`config.mk`:
```
export PLATFORM = sky130hd
export DESIGN_NAME = serial_add_ctrl
export DESIGN_NICKNAME = d
export VERILOG_FILES = /design/src/rtl/serial_add_ctrl.sv
export SDC_FILE = /design/constraint.sdc
export NUM_CORES = 1
export LEC_CHECK = 0
export CAP_MARGIN = 20
export CORE_MARGIN = 2
export CORE_UTILIZATION = 45
export DETAILED_ROUTE_END_ITERATION = 10
export PLACE_DENSITY = 0.82
export SKIP_LAST_GASP = 1
export SYNTH_ARGS = -nofsm -noshare
export SYNTH_HDL_FRONTEND = slang
export SYNTH_SLANG_ARGS = --single-unit
```
`constraint.sdc`:
```
create_clock -name clk -period 3.8 [get_ports clk]
set_input_delay 0.76 -clock clk [delete_from_list [all_inputs] [get_ports clk]]
set_output_delay 0.76 -clock clk [all_outputs]
set_load 0.1 [all_outputs]
```
`src/rtl/serial_add_ctrl.sv`:
```
// Bit-serial adder: one shared 1-bit full adder, LSB first, one bit per clock.
// Optional subtract mode is enabled by defining SERIAL_ADD_SUB_EN.

module fa (
  output logic s,
  output logic co,
  input  logic a,
  input  logic b,
  input  logic ci
);
  always_comb begin
    s  = a ^ b ^ ci;
    co = (a & b) | (a & ci) | (b & ci);
  end
endmodule

module serial_add_ctrl #(
  parameter int WIDTH = 8,
  parameter int CNT_W = $clog2(WIDTH + 1)
) (
  input  logic             clk,
  input  logic             reset,
  input  logic             start,
  input  logic [WIDTH-1:0] a,
  input  logic [WIDTH-1:0] b,
  input  logic             ci,
`ifdef SERIAL_ADD_SUB_EN
  input  logic             sub,
`endif
  output logic             busy,
  output logic             done,
  output logic [WIDTH-1:0] s,
  output logic             co,
  output logic             ovf
);

  typedef enum logic [1:0] {S_IDLE, S_RUN, S_DONE} state_t;

  localparam logic [CNT_W-1:0] LAST   = CNT_W'(WIDTH - 1);
  localparam logic [CNT_W-1:0] PENULT = CNT_W'(WIDTH - 2);

  state_t           r_state;
  logic [WIDTH-1:0] r_sha;
  logic [WIDTH-1:0] r_shb;
  logic             r_cy;
  logic             r_cmsb;
  logic [CNT_W-1:0] r_cnt;

  logic             w_sum;
  logic             w_co;
  logic [WIDTH-1:0] w_b_cap;
  logic             w_ci_cap;

  fa u_fa (
    .s  (w_sum),
    .co (w_co),
    .a  (r_sha[0]),
    .b  (r_shb[0]),
    .ci (r_cy)
  );

  // Subtraction is a + ~b + 1, so only the captured operand and carry change.
  always_comb begin
`ifdef SERIAL_ADD_SUB_EN
    w_b_cap  = sub ? ~b : b;
    w_ci_cap = sub ? 1'b1 : ci;
`else
    w_b_cap  = b;
    w_ci_cap = ci;
`endif
  end

  always_ff @(posedge clk) begin
    if (reset) begin
      r_state <= S_IDLE;
      r_sha   <= '0;
      r_shb   <= '0;
      r_cy    <= 1'b0;
      r_cmsb  <= 1'b0;
      r_cnt   <= '0;
      busy    <= 1'b0;
      done    <= 1'b0;
      s       <= '0;
      co      <= 1'b0;
      ovf     <= 1'b0;
    end else begin
      case (r_state)
        S_IDLE: begin
          done <= 1'b0;
          if (start) begin
            r_sha   <= a;
            r_shb   <= w_b_cap;
            r_cy    <= w_ci_cap;
            r_cnt   <= '0;
            busy    <= 1'b1;
            r_state <= S_RUN;
          end
        end
        S_RUN: begin
          r_sha <= {1'b0, r_sha[WIDTH-1:1]};
          r_shb <= {1'b0, r_shb[WIDTH-1:1]};
          s     <= {w_sum, s[WIDTH-1:1]};
          r_cy  <= w_co;
          r_cnt <= r_cnt + CNT_W'(1);
          // Carry out of bit WIDTH-2 is the carry into the MSB.
          if (r_cnt == PENULT) r_cmsb <= w_co;
          if (r_cnt == LAST) begin
            co      <= w_co;
            ovf     <= r_cmsb ^ w_co;
            busy    <= 1'b0;
            done    <= 1'b1;
            r_state <= S_DONE;
          end
        end
        S_DONE: begin
          done    <= 1'b0;
          r_state <= S_IDLE;
        end
        default: r_state <= S_IDLE;
      endcase
    end
  end

endmodule

```
==> reports/qor.yml <==
yosys:
  synthAdderAreaFrac_pct: 2.896
  yosysWarningCount: 0
  ys_types: 32
  synth_top_family_by_area: "compound AO/OA/AOI/OAI gates"
  yosys.area_share.simple_pct: 19.55
  synth.mux.area_fraction_pct: 1.287
  synth_xor_area_share_pct: 0.5632
  netlist_area_sq_um: 1555
  synth_nets: 205
  synthCells: 182
  synth-compound-area-share_pct: 23.17
  ys_ff_latch: 36
  avgSynthCellArea_sq_um: 8.545
  synth-seq-area-share_pct: 46.34
worst_hold_path:
  holdCritPathClass: "reg -> reg"
run:
  maxCapViolations: 0
global_routing:
  grt_max_degree: 28
  grt_first_pass_wirelength_mm: 5.264
  antenna_found_initial: 0
  grt_pass1_vias: 1194
  track_usage_pct: 16.68
  grt_overflow: 0
clock_tree:
  cts_tree: "yes"
  path_clk_slew_ns: 0.10
  ctsHtreeMaxLevel: 2
  clockBufferDepth: 2
  cts_resized: 0
  cts.sinks: 36
  clk_latency_ns: 0.33
  cts_setup_buffers: 0
  hold_buffers: 0
  root_buffer: "clkbuf_4"
  cts_buffers: 5
die:
  num_rows: 21
  die_w_um: 62.79
  initial_core_util_pct: 46.61
  pin_count: 32
  dieArea_sq_um: 3943
  core_area_sq_um: 3337
  die_y_um: 62.79
setup_path:
  slowest_stage: "clkdlybuf4s50_1"
  worstSetupPathType: "reg -> out"
  critical_path.max_stage_delay_ns: 1.14
  worstSetupEndpointType: "output port"
  cp.buffers_inverters: 1
  critPathArrivalTime_ns: 1.84
  critPathMaxFanout: 3
  cp.required_ns: 3.04
  cpLargestDelayFamily: "buffers and inverters"
  startpoint_type: "register"
  crit_chain: "clkdlybuf4s50_1"
drt:
  dr.pass1.iters: 4
  drc: 0
  met1Wirelength_mm: 1.391
  wl_met2_mm: 1.438
  vias_per_cell: 5.123
  wire_per_inst_um: 11.79
  top_layer: "met4"
  ant_nets: 0
  met3_length_um: 130
  drt_iter0_markers: 51
  drt-total-wl_mm: 2.972
  vias: 1291
cells_and_area:
  nNetsFinal: 231
  drive_gt1_share_pct: 8.252
  fin_util_pct: 56.66
  area_growth_syn_to_layout_pct: 21.56
  finalNonFillerCells: 252
  antennaDiodeCount: 0
sta:
  setup_viol: 0
  drv_slew: 0
  worst_slack_ns: 1.199
  fin_crit_sh_pct: 68.43
  finalHoldViolations: 0
  final.setup_skew_ns: 0.004421
  slew_headroom_pct: 35.14
  min_period_ns: 2.601
  rsz0062_at_grt: "no"
  fmax_ghz: 0.3845
  timing_worst_slew_pin_value_ns: 0.9699
  tns_ns: 0
power:
  leakagePower_nw: 0.7128
  p_total_w: 0.0006982
  vdd_drop_max_v: 0.0001891
  power_density_nw_per_um2: 369.3
place:
  io_buffers: 31
  pre_cts_ws_ns: 1.548
  placed_cells: 247
  globalplace.congestion: 0.7375
  hpwlAfterDp_mm: 2.003
run_status:
  status: "completed"
-- kinds of logic (layout without fill, tap and decap cells) --
logic type               count (synthesis)  after routing
buffers and inverters                   16             40
flip-flops                              36             36
adder cells (fa/ha/maj)                  3              3
AND/OR/NAND/NOR                         71             71
XOR/XNOR                                 1              1
AO/OA/AOI/OAI                           53             53
multiplexers                             2              2
-- cell usage after synthesis --
library cell  count  share of area (%)
nand2b_1          3                1.2
o211a_1           1               0.64
a211oi_1          8                3.9
xnor2_1           1               0.56
nor3_1            1               0.32
fa_1              1                1.3
mux2i_1           2                1.3
a31oi_1           1               0.40
a22oi_1           2               0.97
nor3b_1           1               0.48
ha_1              2                1.6
nand4b_1          2                1.1
buf_6             2                1.4
dfxtp_1          36                 46
o21ai_0           3               0.97
o21bai_1          1               0.48
a211oi_2          7                5.6
nor2_1           22                5.3
nor2b_1           2               0.80
a21oi_1          27                8.7
buf_2             5                1.6
buf_4             4                1.9
or3_1             2               0.80
nand2_1          35                8.4
o21ba_2           1               0.64
nand3_1           2               0.64
o21ai_1           1               0.32
clkbuf_1          3               0.72
a2bb2oi_1         1               0.56
or2_2             1               0.40
inv_1             1               0.24
buf_1             1               0.24
-- power by group --
| part | internal [W] | total, W | switching [W] |
|---|---|---|---|
| clock network | 0.0000618 | 0.000173 | 0.000111 |
| registers | 0.000396 | 0.000408 | 0.0000122 |
| logic | 0.0000490 | 0.000117 | 0.0000681 |
| total | 0.000507 | 0.000698 | 0.000191 |
-- stage by stage --
step                      hold WS, ns  cell area, sq um
after detailed placement       0.4478              1853
final                          0.4577              1891
after CTS                      0.4616              1891
after global routing           0.4948              1891
after global placement         0.4433              1853
after floorplan                0.4653              1555
-- cell usage in the layout (no fill, tap or decap), drive strengths merged --
master and count:
dfxtp 36, nand2 35, clkdlybuf4s50 31, a21oi 27, nor2 22, a211oi 15, clkbuf 5, o21ai 4
nand2b 3, buf 3, nand4b 2, nor2b 2, mux2i 2, or3 2, a22oi 2, nand3 2
ha 2, inv 1, o21ba 1, o21bai 1, o211a 1, nor3 1, a2bb2oi 1, or2 1
xnor2 1, nor3b 1, a31oi 1, fa 1
-- final timing paths --
| check | endpoint | depth (start not counted) | slack [ns] | start |
|---|---|---|---|---|
| setup / recovery | s[1] | 1 | 1.20 | s[1] |
| hold / removal | s[0] | 2 | 0.46 | s[0] |
| setup reg to reg | r_cnt[3] | 3 | 2.02 | r_state[0] |
| hold reg to reg | s[0] | 2 | 0.46 | s[0] |
-- registers in the layout, summed over array words and instances, names as in the netlist, 2 cells and up --
name,cells
r_sha,8
r_shb,8
s,8
r_cnt,4
r_state,2
-- final cells by class --
type / instances / area, sq um
Multi-Input combinational cell: 130 / 738.2
Clock buffer: 5 / 37.54
Fill cell: 317 / 1446
Sequential cell: 36 / 720.7
Tap cell: 46 / 57.56
Inverter: 1 / 3.754
Timing Repair Buffer: 34 / 332.8
-- layer usage --
layer,vias to the layer above,global-route usage [%]
met3,2,5.405
met5,-,0
met1,588,20.84
met2,27,27.42
met4,0,5.000
li1,674,-
No activity file was read; power rests on OpenSTA's default activity.
